**src/rtl/dmem_port_arbiter_pkg.sv**
```systemverilog
// Shared types for the data-memory port arbiter.
// FSM states, grant owner encoding, word size, default lane count.
package dmem_port_arbiter_pkg;

  localparam int WORD_BYTES = 4;
  localparam int DEF_LANES  = 4;

  typedef enum logic [1:0] {
    IDLE,
    VBURST,
    VDRAIN
  } arb_state_e;

  typedef enum logic {
    SCALAR = 1'b0,
    VECTOR = 1'b1
  } owner_e;

  function automatic logic [31:0] laneOffset(
    input logic [31:0] idx
  );
    return idx * 32'(WORD_BYTES);
  endfunction

endpackage

```
**src/rtl/dmem_port_arbiter_if.sv**
```systemverilog
// Bus bundle between scalar/vector MEM stages, arbiter and data memory.
// slave: arbiter side. master: pipelines plus memory side.
interface dmem_port_arbiter_if
  import dmem_port_arbiter_pkg::*;
#(
  parameter int LANES = DEF_LANES,
  parameter int AW    = 32
);

  logic              s_req;
  logic              s_we;
  logic [AW-1:0]     s_addr;
  logic [31:0]       s_wdata;
  logic              s_gnt;
  logic              s_stall;
  logic              s_rvalid;
  logic [31:0]       s_rdata;

  logic              v_req;
  logic              v_we;
  logic [AW-1:0]     v_addr;
  logic [32*LANES-1:0] v_wdata;
  logic              v_stall;
  logic              v_done;
  logic [32*LANES-1:0] v_rdata;

  logic              m_en;
  logic              m_we;
  logic [AW-1:0]     m_addr;
  logic [31:0]       m_wdata;
  logic [31:0]       m_rdata;

  modport slave (
    input  s_req, s_we, s_addr, s_wdata,
    output s_gnt, s_stall, s_rvalid, s_rdata,
    input  v_req, v_we, v_addr, v_wdata,
    output v_stall, v_done, v_rdata,
    output m_en, m_we, m_addr, m_wdata,
    input  m_rdata
  );

  modport master (
    output s_req, s_we, s_addr, s_wdata,
    input  s_gnt, s_stall, s_rvalid, s_rdata,
    output v_req, v_we, v_addr, v_wdata,
    input  v_stall, v_done, v_rdata,
    input  m_en, m_we, m_addr, m_wdata,
    output m_rdata
  );

endinterface

```
**src/rtl/arb_rr2.sv**
```systemverilog
// Two-requester round-robin picker (scalar vs vector) holding lastGrant.
// Ports: clk, rst(n), sReq/vReq, en, hold -> sGnt/vGnt.
module arb_rr2
  import dmem_port_arbiter_pkg::*;
(
  input  logic clk,
  input  logic rst,
  input  logic sReq,
  input  logic vReq,
  input  logic en,
  input  logic hold,
  output logic sGnt,
  output logic vGnt
);

  owner_e lastGrant;

  // Scalar wins a tie only if the vector side won last.
  always_comb begin
    sGnt = 1'b0;
    vGnt = 1'b0;
    if (en && !hold) begin
      if (sReq && (!vReq || lastGrant == VECTOR)) begin
        sGnt = 1'b1;
      end else if (vReq) begin
        vGnt = 1'b1;
      end
    end
  end

  always_ff @(posedge clk or negedge rst) begin
    if (!rst) begin
      lastGrant <= VECTOR;
    end else if (sGnt) begin
      lastGrant <= SCALAR;
    end else if (vGnt) begin
      lastGrant <= VECTOR;
    end
  end

endmodule

```
**src/rtl/dmem_port_arbiter.sv**
```systemverilog
// Shares one data-memory port between scalar and vector MEM stages.
// Ports: clk, rst (async, active low), bus (slave modport).
module dmem_port_arbiter
  import dmem_port_arbiter_pkg::*;
#(
  parameter int LANES = DEF_LANES,
  parameter int AW    = 32
)(
  input logic clk,
  input logic rst,
  dmem_port_arbiter_if.slave bus
);

  localparam int CW = $clog2(LANES);
  typedef logic [CW-1:0] beat_t;
  localparam beat_t LAST = beat_t'(LANES - 1);

  arb_state_e stateQ, stateD;
  beat_t      beatQ, beatD;
  logic       vDoneQ;
  logic       sRvalidQ;
  logic       rdPendQ;
  beat_t      rdLaneQ;
  logic [32*LANES-1:0] vRdataQ;

  logic          sGnt;
  logic          vGnt;
  logic          vReqEff;
  logic          issueV;
  logic [AW-1:0] laneAddr;

  // The done cycle belongs to the old burst; its request is stale.
  assign vReqEff = bus.v_req & ~vDoneQ;

  arb_rr2 uArb (
    .clk  (clk),
    .rst  (rst),
    .sReq (bus.s_req),
    .vReq (vReqEff),
    .en   (rst),
    .hold (stateQ != IDLE),
    .sGnt (sGnt),
    .vGnt (vGnt)
  );

  // beatQ is 0 in IDLE, so it indexes beat 0 on the grant cycle too.
  assign laneAddr = bus.v_addr
                  + AW'(laneOffset(32'(beatQ)));

  always_comb begin
    stateD = stateQ;
    beatD  = beatQ;
    issueV = 1'b0;
    unique case (stateQ)
      IDLE: begin
        if (vGnt) begin
          issueV = 1'b1;
          stateD = VBURST;
          beatD  = beat_t'(1);
        end
      end
      VBURST: begin
        issueV = 1'b1;
        if (beatQ == LAST) begin
          stateD = VDRAIN;
          beatD  = '0;
        end else begin
          beatD = beatQ + beat_t'(1);
        end
      end
      VDRAIN: begin
        stateD = IDLE;
      end
      default: begin
        stateD = IDLE;
        beatD  = '0;
      end
    endcase
  end

  always_comb begin
    bus.m_en    = 1'b0;
    bus.m_we    = 1'b0;
    bus.m_addr  = '0;
    bus.m_wdata = '0;
    if (sGnt) begin
      bus.m_en    = 1'b1;
      bus.m_we    = bus.s_we;
      bus.m_addr  = bus.s_addr;
      bus.m_wdata = bus.s_wdata;
    end else if (issueV) begin
      bus.m_en    = 1'b1;
      bus.m_we    = bus.v_we;
      bus.m_addr  = laneAddr;
      bus.m_wdata = bus.v_wdata[{beatQ, 5'b0} +: 32];
    end
  end

  always_ff @(posedge clk or negedge rst) begin
    if (!rst) begin
      stateQ   <= IDLE;
      beatQ    <= '0;
      vDoneQ   <= 1'b0;
      sRvalidQ <= 1'b0;
      rdPendQ  <= 1'b0;
      rdLaneQ  <= '0;
    end else begin
      stateQ   <= stateD;
      beatQ    <= beatD;
      vDoneQ   <= (stateQ == VDRAIN);
      sRvalidQ <= sGnt & ~bus.s_we;
      rdPendQ  <= issueV & ~bus.v_we;
      rdLaneQ  <= beatQ;
    end
  end

  // Read data returns one cycle after its beat; land it in that lane.
  always_ff @(posedge clk or negedge rst) begin
    if (!rst) begin
      vRdataQ <= '0;
    end else if (rdPendQ) begin
      vRdataQ[{rdLaneQ, 5'b0} +: 32] <= bus.m_rdata;
    end
  end

  assign bus.s_gnt    = sGnt;
  assign bus.s_stall  = bus.s_req & ~sGnt;
  assign bus.s_rvalid = sRvalidQ;
  assign bus.s_rdata  = bus.m_rdata;
  assign bus.v_stall  = bus.v_req & ~vDoneQ;
  assign bus.v_done   = vDoneQ;
  assign bus.v_rdata  = vRdataQ;

endmodule

```
**src/flat_wrapper.sv**
```systemverilog
// flat-port wrapper written by rule: the top's interface ports become plain ports
module dmem_port_arbiter_flat import dmem_port_arbiter_pkg::*;
#(
  parameter int LANES = DEF_LANES,
  parameter int AW    = 32
)
  (clk, rst, bus_s_req, bus_s_we, bus_s_addr, bus_s_wdata, bus_s_gnt, bus_s_stall, bus_s_rvalid, bus_s_rdata, bus_v_req, bus_v_we, bus_v_addr, bus_v_wdata, bus_v_stall, bus_v_done, bus_v_rdata, bus_m_en, bus_m_we, bus_m_addr, bus_m_wdata, bus_m_rdata);
  dmem_port_arbiter_if #(.LANES(LANES), .AW(AW)) bus_i ();
  input logic clk;
  input logic rst;
  input wire logic [$bits(bus_i.s_req)-1:0] bus_s_req;
  input wire logic [$bits(bus_i.s_we)-1:0] bus_s_we;
  input wire logic [$bits(bus_i.s_addr)-1:0] bus_s_addr;
  input wire logic [$bits(bus_i.s_wdata)-1:0] bus_s_wdata;
  output wire logic [$bits(bus_i.s_gnt)-1:0] bus_s_gnt;
  output wire logic [$bits(bus_i.s_stall)-1:0] bus_s_stall;
  output wire logic [$bits(bus_i.s_rvalid)-1:0] bus_s_rvalid;
  output wire logic [$bits(bus_i.s_rdata)-1:0] bus_s_rdata;
  input wire logic [$bits(bus_i.v_req)-1:0] bus_v_req;
  input wire logic [$bits(bus_i.v_we)-1:0] bus_v_we;
  input wire logic [$bits(bus_i.v_addr)-1:0] bus_v_addr;
  input wire logic [$bits(bus_i.v_wdata)-1:0] bus_v_wdata;
  output wire logic [$bits(bus_i.v_stall)-1:0] bus_v_stall;
  output wire logic [$bits(bus_i.v_done)-1:0] bus_v_done;
  output wire logic [$bits(bus_i.v_rdata)-1:0] bus_v_rdata;
  output wire logic [$bits(bus_i.m_en)-1:0] bus_m_en;
  output wire logic [$bits(bus_i.m_we)-1:0] bus_m_we;
  output wire logic [$bits(bus_i.m_addr)-1:0] bus_m_addr;
  output wire logic [$bits(bus_i.m_wdata)-1:0] bus_m_wdata;
  input wire logic [$bits(bus_i.m_rdata)-1:0] bus_m_rdata;
  assign bus_i.s_req = bus_s_req;
  assign bus_i.s_we = bus_s_we;
  assign bus_i.s_addr = bus_s_addr;
  assign bus_i.s_wdata = bus_s_wdata;
  assign bus_s_gnt = bus_i.s_gnt;
  assign bus_s_stall = bus_i.s_stall;
  assign bus_s_rvalid = bus_i.s_rvalid;
  assign bus_s_rdata = bus_i.s_rdata;
  assign bus_i.v_req = bus_v_req;
  assign bus_i.v_we = bus_v_we;
  assign bus_i.v_addr = bus_v_addr;
  assign bus_i.v_wdata = bus_v_wdata;
  assign bus_v_stall = bus_i.v_stall;
  assign bus_v_done = bus_i.v_done;
  assign bus_v_rdata = bus_i.v_rdata;
  assign bus_m_en = bus_i.m_en;
  assign bus_m_we = bus_i.m_we;
  assign bus_m_addr = bus_i.m_addr;
  assign bus_m_wdata = bus_i.m_wdata;
  assign bus_i.m_rdata = bus_m_rdata;
  dmem_port_arbiter #(.LANES(LANES), .AW(AW)) u_core (.clk(clk), .rst(rst), .bus(bus_i));
endmodule
```
**config.mk**
```make
export PLATFORM = sky130hd
export DESIGN_NAME = dmem_port_arbiter_flat
export DESIGN_NICKNAME = d
export VERILOG_FILES = /design/src/rtl/dmem_port_arbiter_pkg.sv /design/src/rtl/dmem_port_arbiter_if.sv /design/src/rtl/arb_rr2.sv /design/src/rtl/dmem_port_arbiter.sv /design/src/flat_wrapper.sv
export SDC_FILE = /design/constraint.sdc
export NUM_CORES = 1
export LEC_CHECK = 0
export ABC_CLOCK_PERIOD_IN_PS = 6000
export CAP_MARGIN = 15
export CORE_AREA = 2 2 190 192
export CTS_BUF_LIST = sky130_fd_sc_hd__clkbuf_8
export DETAILED_ROUTE_END_ITERATION = 8
export DIE_AREA = 0 0 192 194
export GPL_TIMING_DRIVEN = 0
export PLACE_DENSITY = 0.54
export SETUP_SLACK_MARGIN = 0.02
export SYNTH_ARGS = -nofsm -noshare
export SYNTH_HDL_FRONTEND = slang
export SYNTH_SLANG_ARGS = --single-unit
export TNS_END_PERCENT = 1
```
**constraint.sdc**
```tcl
create_clock -name clk -period 6 [get_ports clk]
set_input_delay 1.2 -clock clk [delete_from_list [all_inputs] [get_ports clk]]
set_output_delay 1.2 -clock clk [all_outputs]
set_load 0.02 [all_outputs]
```
# After elaboration in Yosys (flattened, before gate mapping)
# Cells that the tools add are included.
[classes]
n_reduce_logical = 10
muxes = 23
n_addsub = 3
eq_ne = 5
n_bitwise = 9
shifts = 3
[op_table]
columns = ["op", "count"]
rows = [
  ["bitwise mux 128 bit", 1],
  ["two-way mux 32 bit", 4],
  ["variable shift 32 x 9 -> 128 bit (first input constant)", 1],
  ["indexed part select 128 x 8 -> 32 bit", 1],
  ["indexed part select 32 x 9 -> 128 bit", 1],
  ["adder 32 x 4 -> 32 bit", 1],
  ["two-way mux 1 bit", 12],
  ["negator 7 -> 9 bit", 1],
  ["two-way mux 2 bit", 3],
  ["one-hot mux 2 bit (3 select lines)", 1],
  ["NOT 1 bit", 5],
  ["bitwise AND 1 bit", 4],
  ["equality test 2 bit (second input constant)", 2],
  ["one-hot mux 2 bit (2 select lines)", 1],
  ["AND reduction 2 bit", 2],
  ["nonzero test 2 bit", 2],
  ["adder 2 x 1 -> 2 bit (second input constant)", 1],
  ["equality test 2 x 1 -> 1 bit (second input constant)", 1],
  ["logical AND 1 bit", 2],
  ["logical NOT 1 bit", 2],
  ["logical NOT 2 bit", 1],
  ["!= test 2 x 1 -> 1 bit (second input constant)", 1],
  ["!= test 2 bit (second input constant)", 1],
  ["one-hot mux 1 bit (2 select lines)", 1],
  ["logical OR 1 bit", 1],
]
[word_totals]
word_cells = 61
ff_bits = 138
in_bits = 262

# Logic depth before layout (Yosys ltp)
[depth]
ltp_word = 11
depth_mapped = 8

# Modules after synthesis
# From an unflattened synthesis, not the netlist that was laid out.
[hier_totals]
hier_cells = 608
hier_area_um2 = 7259.5
[modules_own_cells]
columns = ["module", "area_per_inst_um2", "instances", "cells_per_inst"]
rows = [
  ["dmem_port_arbiter", 7189.4, 1, 600],
  ["arb_rr2", 70.1, 1, 8],
]

# Least setup slack after synthesis
# No wires, ideal clock.
[synth_path]
kind = "input to output"
from = "input bus_v_addr[2]"
to = "output bus_m_addr[16]"
path_stages = 7
path_slack_ns = 1.890
t_arrival_ns = 2.910
path_buffers = 0
t_required_ns = 4.800
cell_sequence = "ha_1 fa_1 and4_1 nand2_1 nor3_1 xnor2_1 o21ai_0"
[synth_between]
elab_chain_cells = 3
[synth_rtl]
columns = ["element", "line_no", "source"]
rows = [
  ["start: declaration", "flat_wrapper.sv:21", "input wire logic [$bits(bus_i.v_addr)-1:0] bus_v_addr;"],
  ["adder 32 x 4 -> 32 bit", "dmem_port_arbiter.sv:48", "+ AW'(laneOffset(32'(beatQ)));"],
  ["two-way mux 32 bit", "dmem_port_arbiter.sv:91", "end else if (issueV) begin"],
  ["two-way mux 32 bit", "dmem_port_arbiter.sv:86", "if (sGnt) begin"],
  ["end: declaration", "flat_wrapper.sv:28", "output wire logic [$bits(bus_i.m_addr)-1:0] bus_m_addr;"],
]
# Every way passes these cells.

# Worst setup path in the final report
# Ends and elaborated chain as after synthesis.

==> reports/metrics.cfg <==
[cells_and_area]
syn_to_final_growth_pct=81.1
final_util_pct=37.5
drive_above_1_share_pct=12.8
finish.net_count=1381
num-fill-cells=3534

[synth]
synth.distinct_cells=41
synth-main-ff-cell=dfrtp_1
async_flop_share_pct=100
seq_area_frac_synth_pct=47.3
syn_area_um2=7300
synth_top_area_cell=dfrtp_1
synth-seq-cells=138
synthesis.nets=869
synth_top_cells_by_count=167 x a22o_1, 137 x dfrtp_1, 40 x nand2_1
ys_top_cells_by_area=dfrtp_1 47%, a22o_1 20%, mux4_2 9.9%
synth_area_per_cell_um2=12.2
synth_edf_count=0
yosysWarnings=0
synth_top_area_share_pct=47.0
yosysMostFrequentCell=a22o_1
syn_inst=598

[sta]
fin_crit_ns=5.12
tightestPinTransition_ns=0.844
fmax_mhz=195
drv_slew=0
hold_ws_ns=0.483
rsz0062_at_grt=false
relSlewSlack_pct=43.2
final.period_utilization_pct=85.3
skew_ns=0.0151
setup_tns_ns=0
finalSetupViolCount=0
hold_viol=0

[cts]
cts_hold_buf=0
cts_root_buffer=clkbuf_8
clk_latency_ns=0.46
cts_setup_buffers=0
cts_made_buffers=17
cts_buffer_depth=2
cts.sinks=138
cts-resized-gates=0
cts_tree=done
cts_max_level=4
clk_pin_slew_ns=0.09

[die]
start_util_pct=20.7
dieArea_um2=37200
ios=493
fp.dieH_um=194
die_w_um=192
core_area_um2=35200
rows=69

[detailed_routing]
routed_wl_mm=34.1
vias_per_cell=4.54
vias=7200
dr.pass1.iters=4
drt_iter0_drc=373
ant_nets=0
avgRoutedWirePerCell_um=21.5
route.detailed.drc=0

[placed_design]
routabilityCongestion=0.894
numPortBuffers=492
dp_hpwl_mm=27.4

[worst_setup_path]
cp_max_fo=9
cp.arrival_ns=3.92
path_class=primary input to output port
critPathRequiredTime_ns=4.80
end_kind=output port
reg2reg_depth=6
start_kind=primary input
r2r_end=u_core.bus.v_rdata[90]$_DFFE_PN0P_
reg2reg_slack_ns=3.55
rr_startpoint=u_core.rdLaneQ[0]$_DFF_PN0_

[global_routing]
grt_start_max_net_pins=91
grt_pass1_vias=7722
track_usage_pct=18.0
grt_overflow=0
grt_pass1_wl_mm=50.0
grt_antenna_before_repair=2

[worst_hold_path]
timing.hold.worst.class=flop to flop
holdPathStages=1
holdCritStartpoint=u_core.stateQ[0]$_DFFE_PN0P_
hold_end=u_core.bus.v_done$_DFF_PN0_

[power_and_ir_drop]
ir_worst_vdd_uv=271
p_per_area_nw_per_um2=420
switching_power_mw=2.29
p_int_mw=3.26
seqPwrFrac_pct=25.7
pwr-share-comb_pct=60.6
power_mw=5.55
p_leak_nw=5.43
switching_share_pct=41.3
p_clk_share_pct=13.7

[outcome]
outcome=finished, final reports clean

[flow_run]
cap_violations=0

## critical path: stages
cell	delay [ns]
clkdlybuf4s50_1	0.41
ha_1	0.23
fa_1	0.45
and4_1	0.23
nand2_1	0.33
nor3_1	0.11
xnor2_1	0.16
o21ai_0	0.16
clkdlybuf4s50_1	0.64
## sequential cells by signal (all words and copies together), names as in the netlist
name                   count
u_core.beatQ               2
u_core.uArb.lastGrant      1
u_core.bus.s_rvalid        1
u_core.bus.v_rdata       128
u_core.stateQ              2
u_core.rdLaneQ             2
u_core.bus.v_done          1
u_core.rdPendQ             1
## placed cells by master (no fill, tap or decap), drive strengths merged, types with 2 or more instances in the layout
cell type,n
ha,8
buf,61
clkinvlp,4
xnor2,20
a21oi,3
diode,2
inv,15
clkdlybuf4s50,491
nand4,3
bufinv,2
and2,3
a22o,167
nor4,7
or3,3
dfrtp,137
clkbuf,39
nor2b,3
clkinv,5
nor2,7
and4,5
nor3,11
nand3,10
and3,2
nand2,40
xor2,7
o21ai,30
mux4,32
## cell type report
type | instances | area [um^2] | share of cell area, %
Antenna cell | 2 | 5.00 | 0.0379
Buffer | 81 | 475 | 3.60
Clock buffer | 17 | 234 | 1.77
Clock inverter | 15 | 151 | 1.15
Inverter | 11 | 41.3 | 0.312
Multi-Input combinational cell | 368 | 3330 | 25.2
Sequential cell | 138 | 3450 | 26.1
Tap cell | 461 | 577 | 4.36
Timing Repair Buffer | 493 | 4950 | 37.5
## worst max-delay path by stage
stage | start | end | slack [ns] | cells after the start
2_1_floorplan | bus_v_addr[2] | bus_m_addr[16] | 1.89 | 7
3_3_place_gp | rst | bus_m_addr[12] | -4.29 | 10
3_5_place_dp | bus_v_addr[2] | bus_m_addr[16] | 0.86 | 9
4_1_cts | bus_v_addr[2] | bus_m_addr[16] | 0.83 | 9
5_1_grt | bus_v_addr[2] | bus_m_addr[16] | 0.68 | 9
6_report | bus_v_addr[2] | bus_m_addr[16] | 0.88 | 9
## stage by stage
step / setup WS (ns) / area (um^2) / cells
final: 0.883 / 13200 / 1586
after CTS: 0.835 / 13200 / 1584
after detailed placement: 0.861 / 12800 / 1552
after global routing: 0.676 / 13200 / 1586
after global placement: -4.29 / 12800 / 1551
after floorplan: 1.89 / 7300 / 598
## layer usage
metal	GRT usage (%)	wire length (um)
met2	32.3	17700
met1	21.4	13700
met5	0	0
met4	4.69	456
met3	4.20	2150
## logic make-up after synthesis
group | share of synthesized area [%]
adders and majority gates | 1.65
and+or+nand+nor | 7.73
muxes | 9.88
AOI/OAI and AO/OA | 23.1
buffers and inverters | 7.08
xor gates and xnor gates | 3.24
DFF | 47.3
## power groups by stage
stage	Combinational, mW	Clock, mW	Sequential, mW
5_1_grt	3.56	0.830	1.46
4_1_cts	3.41	0.796	1.42
2_1_floorplan	1.37	0	1.75
3_5_place_dp	3.39	0	1.43
3_3_place_gp	3.39	0	1.43
6_report	3.36	0.760	1.42
(Power assumes the default switching activity.)
